## config.mk

```make
export PLATFORM = sky130hd
export DESIGN_NAME = hazard_controller_flat
export DESIGN_NICKNAME = d
export VERILOG_FILES = /design/src/rtl/hazard_pkg.sv /design/src/rtl/hazard_controller_if.sv /design/src/rtl/hazard_controller_load_use_detector.sv /design/src/rtl/hazard_controller.sv /design/src/flat_wrapper.sv
export SDC_FILE = /design/constraint.sdc
export NUM_CORES = 1
export LEC_CHECK = 0
export BUFFER_PORTS_ARGS = -buffer_cell sky130_fd_sc_hd__buf_2
export CAP_MARGIN = 5
export CORE_AREA = 2 2 55 57
export CTS_CLUSTER_DIAMETER = 50
export DETAILED_ROUTE_END_ITERATION = 16
export DIE_AREA = 0 0 57 59
export PLACE_DENSITY_LB_ADDON = 0.05
export REMOVE_ABC_BUFFERS = 1
export SLEW_MARGIN = 20
export SYNTH_ARGS = -nofsm -noshare
export SYNTH_HDL_FRONTEND = slang
export SYNTH_SLANG_ARGS = --single-unit
```

## constraint.sdc

```tcl
create_clock -name clk -period 2 [get_ports clk]
set_input_delay 0.2 -clock clk [delete_from_list [all_inputs] [get_ports clk]]
set_output_delay 0.2 -clock clk [all_outputs]
set_load 0.05 [all_outputs]
```

## src/rtl/hazard_pkg.sv

```systemverilog
// Shared types and constants for the MIPS pipeline hazard controller.
// Imported by the load-use detector and the controller top.
package hazard_pkg;

  typedef enum logic [1:0] {
    RUN     = 2'd0,
    BUBBLE  = 2'd1,
    MEMWAIT = 2'd2
  } hz_state_t;

  localparam logic [4:0] REG_ZERO = 5'd0;

endpackage

```

## src/rtl/hazard_controller_if.sv

```systemverilog
// Pipeline-control bus between the hazard controller and the datapath.
// The datapath side (master) drives the hazard inputs; the controller (slave) drives the enables.
interface hazard_controller_if #(
  parameter int PERF_W = 16
);

  logic              idExMemRead;
  logic [4:0]        idExAddressRt;
  logic [4:0]        ifIdAddressRs;
  logic [4:0]        ifIdAddressRt;
  logic              ifIdUsesRt;
  logic              branchTaken;
  logic              memBusy;
  logic              pcWrite;
  logic              ifIdWrite;
  logic              ifIdFlush;
  logic              idExHazard;
  logic              stallAll;
  logic              memTimeoutErr;
  logic [PERF_W-1:0] stallCycles;
  logic [PERF_W-1:0] flushCount;

  modport master (
    output idExMemRead, idExAddressRt, ifIdAddressRs, ifIdAddressRt,
           ifIdUsesRt, branchTaken, memBusy,
    input  pcWrite, ifIdWrite, ifIdFlush, idExHazard, stallAll,
           memTimeoutErr, stallCycles, flushCount
  );

  modport slave (
    input  idExMemRead, idExAddressRt, ifIdAddressRs, ifIdAddressRt,
           ifIdUsesRt, branchTaken, memBusy,
    output pcWrite, ifIdWrite, ifIdFlush, idExHazard, stallAll,
           memTimeoutErr, stallCycles, flushCount
  );

endinterface

```

## src/rtl/hazard_controller_load_use_detector.sv

```systemverilog
// Combinational load-use detector: the load in EX writes a register the ID instruction reads.
// Loads into $zero never create a dependency.
module load_use_detector
  import hazard_pkg::*;
(
  input  logic       idExMemRead,
  input  logic [4:0] idExAddressRt,
  input  logic [4:0] ifIdAddressRs,
  input  logic [4:0] ifIdAddressRt,
  input  logic       ifIdUsesRt,
  output logic       loadUse
);

  assign loadUse = idExMemRead && (idExAddressRt != REG_ZERO) &&
                   ((idExAddressRt == ifIdAddressRs) ||
                    (ifIdUsesRt && (idExAddressRt == ifIdAddressRt)));

endmodule

```

## src/rtl/hazard_controller.sv

```systemverilog
// Hazard controller: load-use bubbles, taken-branch flush and memory-busy freeze with timeout.
// Define HAZARD_PERF_COUNTERS_EN to build the stallCycles/flushCount performance counters.
module hazard_controller
  import hazard_pkg::*;
#(
  parameter int LOAD_USE_BUBBLES = 1,
  parameter int MEM_TIMEOUT      = 255,
  parameter int TO_W             = 8,
  parameter int PERF_W           = 16
) (
  input  logic         clk,
  input  logic         reset,
  hazard_controller_if.slave bus
);

  hz_state_t         state_q, state_d;
  hz_state_t         resume_q, resume_d;
  logic [3:0]        bub_q, bub_d;
  logic [TO_W-1:0]   wait_q, wait_d;
  logic              err_q, err_d;

  logic              load_use;
  logic              pc_write;
  logic              if_id_write;
  logic              if_id_flush;
  logic              id_ex_hazard;
  logic              stall_all;

  load_use_detector u_load_use (
    .idExMemRead   (bus.idExMemRead),
    .idExAddressRt (bus.idExAddressRt),
    .ifIdAddressRs (bus.ifIdAddressRs),
    .ifIdAddressRt (bus.ifIdAddressRt),
    .ifIdUsesRt    (bus.ifIdUsesRt),
    .loadUse       (load_use)
  );

  always_ff @(posedge clk or negedge reset) begin
    if (!reset) begin
      state_q  <= RUN;
      resume_q <= RUN;
      bub_q    <= 4'd0;
      wait_q   <= '0;
      err_q    <= 1'b0;
    end else begin
      state_q  <= state_d;
      resume_q <= resume_d;
      bub_q    <= bub_d;
      wait_q   <= wait_d;
      err_q    <= err_d;
    end
  end

  // The bubble counter is left untouched while in MEMWAIT so BUBBLE resumes where it stopped.
  always_comb begin
    state_d  = state_q;
    resume_d = resume_q;
    bub_d    = bub_q;
    wait_d   = wait_q;
    err_d    = err_q;
    case (state_q)
      RUN: begin
        if (bus.memBusy) begin
          state_d  = MEMWAIT;
          wait_d   = TO_W'(1);
          resume_d = RUN;
        end else if (bus.branchTaken) begin
          state_d = RUN;
        end else if (load_use && (LOAD_USE_BUBBLES > 1)) begin
          state_d = BUBBLE;
          bub_d   = 4'(LOAD_USE_BUBBLES - 1);
        end
      end
      BUBBLE: begin
        if (bus.memBusy) begin
          state_d  = MEMWAIT;
          wait_d   = TO_W'(1);
          resume_d = BUBBLE;
        end else if (bus.branchTaken) begin
          state_d = RUN;
        end else begin
          bub_d = bub_q - 4'd1;
          if (bub_q == 4'd1) state_d = RUN;
        end
      end
      MEMWAIT: begin
        if (!bus.memBusy) begin
          state_d = resume_q;
          wait_d  = '0;
        end else if (wait_q == TO_W'(MEM_TIMEOUT)) begin
          err_d   = 1'b1;
          state_d = resume_q;
          wait_d  = '0;
        end else if (wait_q != '1) begin
          wait_d = wait_q + TO_W'(1);
        end
      end
      default: state_d = RUN;
    endcase
  end

  always_comb begin
    pc_write     = 1'b0;
    if_id_write  = 1'b0;
    if_id_flush  = 1'b0;
    id_ex_hazard = 1'b0;
    stall_all    = 1'b0;
    case (state_q)
      RUN: begin
        if (bus.memBusy) begin
          stall_all = 1'b1;
        end else if (bus.branchTaken) begin
          if_id_flush  = 1'b1;
          id_ex_hazard = 1'b1;
          pc_write     = 1'b1;
          if_id_write  = 1'b1;
        end else if (load_use) begin
          id_ex_hazard = 1'b1;
        end else begin
          pc_write    = 1'b1;
          if_id_write = 1'b1;
        end
      end
      BUBBLE: begin
        if (bus.memBusy) begin
          stall_all = 1'b1;
        end else if (bus.branchTaken) begin
          if_id_flush  = 1'b1;
          id_ex_hazard = 1'b1;
          pc_write     = 1'b1;
          if_id_write  = 1'b1;
        end else begin
          id_ex_hazard = 1'b1;
        end
      end
      MEMWAIT: stall_all = 1'b1;
      default: begin
        pc_write    = 1'b1;
        if_id_write = 1'b1;
      end
    endcase
  end

  assign bus.pcWrite       = pc_write;
  assign bus.ifIdWrite     = if_id_write;
  assign bus.ifIdFlush     = if_id_flush;
  assign bus.idExHazard    = id_ex_hazard;
  assign bus.stallAll      = stall_all;
  assign bus.memTimeoutErr = err_q;

`ifdef HAZARD_PERF_COUNTERS_EN
  logic [PERF_W-1:0] stall_cnt_q, stall_cnt_d;
  logic [PERF_W-1:0] flush_cnt_q, flush_cnt_d;

  always_comb begin
    stall_cnt_d = stall_cnt_q;
    flush_cnt_d = flush_cnt_q;
    if (!pc_write && (stall_cnt_q != '1)) stall_cnt_d = stall_cnt_q + PERF_W'(1);
    if (if_id_flush && (flush_cnt_q != '1)) flush_cnt_d = flush_cnt_q + PERF_W'(1);
  end

  always_ff @(posedge clk or negedge reset) begin
    if (!reset) begin
      stall_cnt_q <= '0;
      flush_cnt_q <= '0;
    end else begin
      stall_cnt_q <= stall_cnt_d;
      flush_cnt_q <= flush_cnt_d;
    end
  end

  assign bus.stallCycles = stall_cnt_q;
  assign bus.flushCount  = flush_cnt_q;
`else
  assign bus.stallCycles = {PERF_W{1'b0}};
  assign bus.flushCount  = {PERF_W{1'b0}};
`endif

endmodule

```

## src/flat_wrapper.sv

```systemverilog
// flat-port wrapper written by rule: the top's interface ports become plain ports
module hazard_controller_flat import hazard_pkg::*;
#(
  parameter int LOAD_USE_BUBBLES = 1,
  parameter int MEM_TIMEOUT      = 255,
  parameter int TO_W             = 8,
  parameter int PERF_W           = 16
)
  (clk, reset, bus_idExMemRead, bus_idExAddressRt, bus_ifIdAddressRs, bus_ifIdAddressRt, bus_ifIdUsesRt, bus_branchTaken, bus_memBusy, bus_pcWrite, bus_ifIdWrite, bus_ifIdFlush, bus_idExHazard, bus_stallAll, bus_memTimeoutErr, bus_stallCycles, bus_flushCount);
  hazard_controller_if #(.PERF_W(PERF_W)) bus_i ();
  input  logic clk;
  input  logic reset;
  input wire logic [$bits(bus_i.idExMemRead)-1:0] bus_idExMemRead;
  input wire logic [$bits(bus_i.idExAddressRt)-1:0] bus_idExAddressRt;
  input wire logic [$bits(bus_i.ifIdAddressRs)-1:0] bus_ifIdAddressRs;
  input wire logic [$bits(bus_i.ifIdAddressRt)-1:0] bus_ifIdAddressRt;
  input wire logic [$bits(bus_i.ifIdUsesRt)-1:0] bus_ifIdUsesRt;
  input wire logic [$bits(bus_i.branchTaken)-1:0] bus_branchTaken;
  input wire logic [$bits(bus_i.memBusy)-1:0] bus_memBusy;
  output wire logic [$bits(bus_i.pcWrite)-1:0] bus_pcWrite;
  output wire logic [$bits(bus_i.ifIdWrite)-1:0] bus_ifIdWrite;
  output wire logic [$bits(bus_i.ifIdFlush)-1:0] bus_ifIdFlush;
  output wire logic [$bits(bus_i.idExHazard)-1:0] bus_idExHazard;
  output wire logic [$bits(bus_i.stallAll)-1:0] bus_stallAll;
  output wire logic [$bits(bus_i.memTimeoutErr)-1:0] bus_memTimeoutErr;
  output wire logic [$bits(bus_i.stallCycles)-1:0] bus_stallCycles;
  output wire logic [$bits(bus_i.flushCount)-1:0] bus_flushCount;
  assign bus_i.idExMemRead = bus_idExMemRead;
  assign bus_i.idExAddressRt = bus_idExAddressRt;
  assign bus_i.ifIdAddressRs = bus_ifIdAddressRs;
  assign bus_i.ifIdAddressRt = bus_ifIdAddressRt;
  assign bus_i.ifIdUsesRt = bus_ifIdUsesRt;
  assign bus_i.branchTaken = bus_branchTaken;
  assign bus_i.memBusy = bus_memBusy;
  assign bus_pcWrite = bus_i.pcWrite;
  assign bus_ifIdWrite = bus_i.ifIdWrite;
  assign bus_ifIdFlush = bus_i.ifIdFlush;
  assign bus_idExHazard = bus_i.idExHazard;
  assign bus_stallAll = bus_i.stallAll;
  assign bus_memTimeoutErr = bus_i.memTimeoutErr;
  assign bus_stallCycles = bus_i.stallCycles;
  assign bus_flushCount = bus_i.flushCount;
  hazard_controller #(.LOAD_USE_BUBBLES(LOAD_USE_BUBBLES), .MEM_TIMEOUT(MEM_TIMEOUT), .TO_W(TO_W), .PERF_W(PERF_W)) u_core (.clk(clk), .reset(reset), .bus(bus_i));
endmodule
```

==> results of run 1 <==
sequential cells by signal (all words and copies together) (netlist names):
register	cells
u_core.wait_q	8
u_core.bub_q	4
u_core.state_q	2
u_core.bus.memTimeoutErr	1
u_core.resume_q	1
final cells by class:
type | count | area [um2]
repair buffers | 27 | 140
flip-flops and latches | 16 | 400
well taps | 31 | 38.8
inverters | 4 | 15.0
clock buffers | 4 | 36.3
fillers | 278 | 1430
multi-input cells | 107 | 652
how the worst min path moves through the flow:
stage | startpoint | cells past startpoint | slack [ns] | end
2_1_floorplan | reset | 0 | -0.1 | u_core.bub_q[0]$_DFFE_PN0P_
3_3_place_gp | reset | 1 | 0.13 | u_core.wait_q[2]$_DFFE_PN0P_
3_5_place_dp | reset | 1 | 0.13 | u_core.wait_q[2]$_DFFE_PN0P_
4_1_cts | bus_memBusy | 3 | 0.30 | u_core.state_q[1]$_DFFE_PN0P_
5_1_grt | bus_memBusy | 3 | 0.33 | u_core.state_q[1]$_DFFE_PN0P_
6_report | bus_memBusy | 3 | 0.30 | u_core.state_q[1]$_DFFE_PN0P_
cells by family after synthesis:
| group | share of synthesized area (%) |
|---|---|
| and+or+nand+nor | 18.2 |
| buffers and inverters | 21.9 |
| xor gates and xnor gates | 12.4 |
| AOI/OAI and AO/OA | 9.71 |
| DFF | 33.4 |
| adders and majority gates | 3.13 |
| other | 0.313 |
| muxes | 0.939 |
per-stage QoR:
stage | TNS [ns] | hold slack (ns) | setup WS, ns | std cells | area (um2)
global placement | 0 | 0.135 | 0.231 | 184 | 1240
global route | 0 | 0.327 | 0.112 | 189 | 1280
floorplan | -1.58 | -0.0956 | -0.788 | 127 | 1070
finish | 0 | 0.300 | 0.201 | 189 | 1280
CTS | 0 | 0.302 | 0.195 | 189 | 1280
detailed placement | 0 | 0.132 | 0.200 | 184 | 1240
power breakdown:
group / leakage, nW / total [mW] / internal (mW) / switching [mW]
Sequential: 0.215 / 0.403 / 0.361 / 0.0417
Combinational: 0.426 / 0.367 / 0.0971 / 0.270
Clock: 0.0210 / 0.211 / 0.111 / 0.0997
cell usage after synthesis (all sizes together):
cell type,count
nand3b,1
nor3b,1
o21ai,5
ha,3
a21oi,4
nand2b,2
nor4,2
nand3,5
and3,1
a22o,1
xor2,10
nor2,11
conb,1
dfrtp,16
o41ai,1
nor4b,1
a31o,1
nor2b,2
buf,33
o22ai,1
or4,1
and2,2
nand2,8
o21a,2
nor3,1
inv,4
xnor2,7
mux2,1
o31a,1
worst min-delay path: cells and delay by family:
kind	cells	cell delay [ns]
buffers and inverters	1	0.14
and+or+nand+nor	2	0.19
metal layers:
metal	part of all wire, %	GRT usage, %	routed length [um]
met1	42	15.0	811
met2	48	20.5	921
met3	9.3	3.93	179
met4	0.52	2.99	10
met5	0	0	0
what timing repair did:
action                                 CTS  global route
buffers inserted                         0             0
endpoints found under the hold margin   16             0
hold buffers                             1             0
==> results.py, run 1 <==
metrics = {
    "die": {
        "core_um2": 2710,
        "dieArea_um2": 3360,
        "num_rows": 19,
        "start_util_pct": 44.2,
        "fp.dieW_um": 57,
        "die_h_um": 59,
        "ios": 59,
    },
    "grt": {
        "grt_pass1_vias": 714,
        "grt_overflow": 0,
        "grt_pass1_wl_um": 3150,
        "grt_max_degree": 17,
        "grt_util_all_layers_pct": 12.1,
        "antenna_found_initial": 0,
    },
    "routing": {
        "num_vias": 852,
        "antenna_left": 0,
        "wirelength_um": 1920,
        "first_pass_iters": 4,
        "vias_per_cell": 4.51,
        "drtIter0Drc": 18,
        "routed_wire_length_per_instance_um": 10.2,
        "drc": 0,
    },
    "synth": {
        "yosys-top-cells-area": "dfrtp_1, buf_4, xor2_1",
        "syn-cell-area_um2": 1200,
        "netlist.area_leader.share_pct": 33.4,
        "syn_inst": 129,
        "synth_warnings": 0,
        "ys_ff_latch": 16,
        "avgSynthCellArea_um2": 9.29,
        "seq_area_frac_synth_pct": 33.4,
        "synth_top_area_cell": "dfrtp_1",
        "synth.distinct_cells": 36,
    },
    "power": {
        "p_per_area_nw_per_um2": 765,
        "leakage_nw": 0.662,
        "ir_worst_vdd_uv": 513,
        "finalPower_mw": 0.981,
    },
    "clocking": {
        "cts_root_buffer": "clkbuf_4",
        "cts.htree.levels": 1,
        "cts_tree": "yes",
        "cts_buffers": 3,
        "ctsResizeCount": 0,
        "clockBufferDepth": 2,
        "clock_latency_ns": 0.29,
        "clock-sinks": 16,
        "clk_pin_slew_ns": 0.08,
    },
    "cells_and_area": {
        "fin_nets": 183,
        "layout_commonest_cell": "conb_1",
        "fin_util_pct": 47.3,
        "area_growth_pct": 6.99,
        "drive_above_1_share_pct": 25.9,
        "layout_common_cells": "conb_1, buf_2, dfrtp_1",
        "antenna_cells": 0,
    },
    "placement": {
        "placement.io_buffers": 26,
        "dp_hpwl_um": 1610,
        "gp_congestion": 0.717,
    },
    "timing": {
        "period_minus_slack_ns": 1.80,
        "period_share_pct": 89.9,
        "rsz0062_at_grt": "no",
        "slew_violations": 0,
        "hold_viol": 0,
        "finalClockSkew_ns": 0.0110,
        "setup_viol": 0,
        "fmax_mhz": 556,
    },
    "run": {
        "drv_cap": 0,
    },
    "worst_setup_path": {
        "r2r_setup_slack_ns": 0.43,
        "critPathSlowestCell": "or4_4",
        "cp-start-kind": "input port",
        "crit_family": "simple AND/OR/NAND/NOR gates",
        "worstSetupPathType": "input port to primary output",
        "path_max_fanout": 3,
        "crit_buf_inv": 2,
        "crit_start": "bus_idExAddressRt[1]",
        "r2r-end": "u_core.wait_q[7]$_DFFE_PN0P_",
        "cp_data_arrival_time_ns": 1.60,
        "crit_path_end_kind": "primary output",
        "required_ns": 1.80,
        "crit_path_frequent_cell": "buf_2",
        "rr_worst_depth": 6,
        "cpPeakStageDelay_ns": 0.53,
        "crit_chain": "buf_2 > or4_4 > o21ai_2 > a21oi_2 > o41ai_2 > buf_2",
        "reg2reg_from": "u_core.wait_q[0]$_DFFE_PN0P_",
        "endpoint": "bus_pcWrite",
        "cp.depth": 6,
    },
    "status": {
        "status": "finished, final reports clean",
    },
    "hold_path": {
        "hold_path_class": "input port to flip-flop",
    },
}
Power figures use the tool's default switching activity.
==> inputs of run 2 (changes only) <==
Settings changed: REMOVE_ABC_BUFFERS 1 to default.
==> results.py, run 2 (synthesized netlist as in run 1, its figures left out) <==
metrics = {
    "status": {
        "status": "finished, final reports clean",
    },
    "timing": {
        "fin_tns_setup_ns": 0,
        "finalClockSkew_ns": 0.00188,
        "period_share_pct": 91.3,
        "period_minus_slack_ns": 1.83,
        "rsz0062_at_grt": "no",
        "setup_viol": 0,
        "hold_viol": 0,
        "slew_violations": 0,
        "setup_slack_ns": 0.173,
        "fmax_mhz": 547,
    },
    "die": {
        "dieArea_um2": 3360,
        "core_um2": 2710,
        "die_h_um": 59,
        "fp.dieW_um": 57,
        "num_rows": 19,
        "ios": 59,
        "start_util_pct": 44.2,
    },
    "routing": {
        "routed_wire_length_per_instance_um": 9.61,
        "drc": 0,
        "vias_per_cell": 4.49,
        "num_vias": 849,
        "antenna_left": 0,
        "wl_met1_um": 818,
        "drtIter0Drc": 6,
        "wl_met2_um": 814,
        "first_pass_iters": 4,
        "dr_wl_met3_um": 157,
        "wirelength_um": 1820,
        "highest-signal-layer": "met4",
    },
    "worst_setup_path": {
        "crit_path_end_kind": "primary output",
        "cp-start-kind": "flip-flop",
        "reg2reg_from": "u_core.wait_q[0]$_DFFE_PN0P_",
        "cpPeakStageDelay_ns": 0.51,
        "endpoint": "bus_ifIdWrite",
        "critPathSlowestCell": "dfrtp_1",
        "rr_worst_depth": 6,
        "worstSetupPathType": "flip-flop to primary output",
        "r2r-end": "u_core.wait_q[5]$_DFFE_PN0P_",
        "crit_chain": "nor2_2 > and2_1 > a21oi_1 > o41ai_4 > buf_2",
        "path_max_fanout": 7,
        "r2r_setup_slack_ns": 0.45,
        "required_ns": 1.80,
        "crit_start": "u_core.state_q[1]$_DFFE_PN0P_",
        "cp_data_arrival_time_ns": 1.63,
    },
    "clocking": {
        "cts_root_buffer": "clkbuf_4",
        "post_cts_buffers": 0,
        "clock-sinks": 16,
        "clockBufferDepth": 2,
        "clk_pin_slew_ns": 0.10,
        "cts.htree.levels": 1,
        "clock_latency_ns": 0.28,
        "cts_buffers": 3,
        "cts_tree": "yes",
    },
    "power": {
        "p_per_area_nw_per_um2": 760,
        "leakage_nw": 0.663,
        "ir_worst_vdd_uv": 414,
        "finalPower_mw": 0.983,
    },
    "grt": {
        "grt_overflow": 0,
        "grt_util_all_layers_pct": 11.7,
        "antenna_found_initial": 0,
        "grt_max_degree": 17,
        "grt_pass1_wl_um": 3060,
        "grt_pass1_vias": 720,
    },
    "cells_and_area": {
        "seq_area_um2": 400,
        "fin_area_um2": 1290,
        "fin_nets": 183,
        "regMostFlops": "u_core.wait_q",
        "fill_cells": 267,
        "multi_input_area_um2": 663,
        "layout_common_cells": "conb_1, buf_2, dfrtp_1",
        "layout_commonest_cell": "conb_1",
        "antenna_cells": 0,
        "area_growth_pct": 7.93,
        "drive_above_1_share_pct": 25.9,
        "fin_util_pct": 47.7,
        "largest_reg_flops": 8,
        "top_regs": "u_core.wait_q (8), u_core.bub_q (4), u_core.state_q (2)",
    },
    "run": {
        "drv_cap": 0,
    },
    "placement": {
        "place_area_um2": 1250,
        "gp_congestion": 0.696,
        "dp_hpwl_um": 1540,
        "placement.io_buffers": 26,
        "preCtsSetupSlack_ns": 0.226,
    },
    "hold_path": {
        "hp-start": "bus_memBusy",
        "hold_path_class": "input port to flip-flop",
    },
}
[run 2: critical path: cells and delay by family, from the launching register on]
kind                   cells  cell delay, ns
DFF                        1            0.51
AOI/OAI and AO/OA          2            0.32
and+or+nand+nor            2            0.29
buffers and inverters      1            0.22
[run 2: per-layer routing]
| metal | vias up | track usage, % |
|---|---|---|
| met5 | - | 0 |
| met4 | 0 | 6.98 |
| met3 | 2 | 1.75 |
| met2 | 47 | 19.0 |
| met1 | 380 | 14.8 |
| li1 | 420 | - |
[run 2: how the worst min path moves through the flow]
stage / slack, ns / end / cells after the start
CTS: 0.29 / u_core.state_q[1]$_DFFE_PN0P_ / 3
finish: 0.30 / u_core.state_q[1]$_DFFE_PN0P_ / 3
floorplan: -0.1 / u_core.bub_q[0]$_DFFE_PN0P_ / 0
detailed placement: 0.13 / u_core.wait_q[4]$_DFFE_PN0P_ / 1
global placement: 0.13 / u_core.wait_q[4]$_DFFE_PN0P_ / 1
global route: 0.30 / u_core.state_q[1]$_DFFE_PN0P_ / 3
[run 2: layout make-up]
cell class              count  area share, %
multi-input cells         107           51.3
flip-flops and latches     16           30.9
inverters                   4           1.16
clock buffers               4           2.80
well taps                  31           3.00
repair buffers             27           10.8
[run 2: timing repair]
action	4_1_cts	5_1_grt
hold endpoints to repair	16	0
gates resized for setup	0	0
hold buffers	1	0
[run 2: stage by stage]
stage	instances	hold WS (ns)
final	189	0.298
after global routing	189	0.302
after CTS	189	0.288
after detailed placement	184	0.130
after global placement	184	0.131
after floorplan	160	-0.0956
[run 2: where the power goes]
group	leakage, nW	internal, mW	total [mW]	switching, mW
clock	0.0210	0.111	0.212	0.101
sequential	0.215	0.361	0.404	0.0428
combinational	0.427	0.0990	0.368	0.269
total	0.663	0.571	0.983	0.412
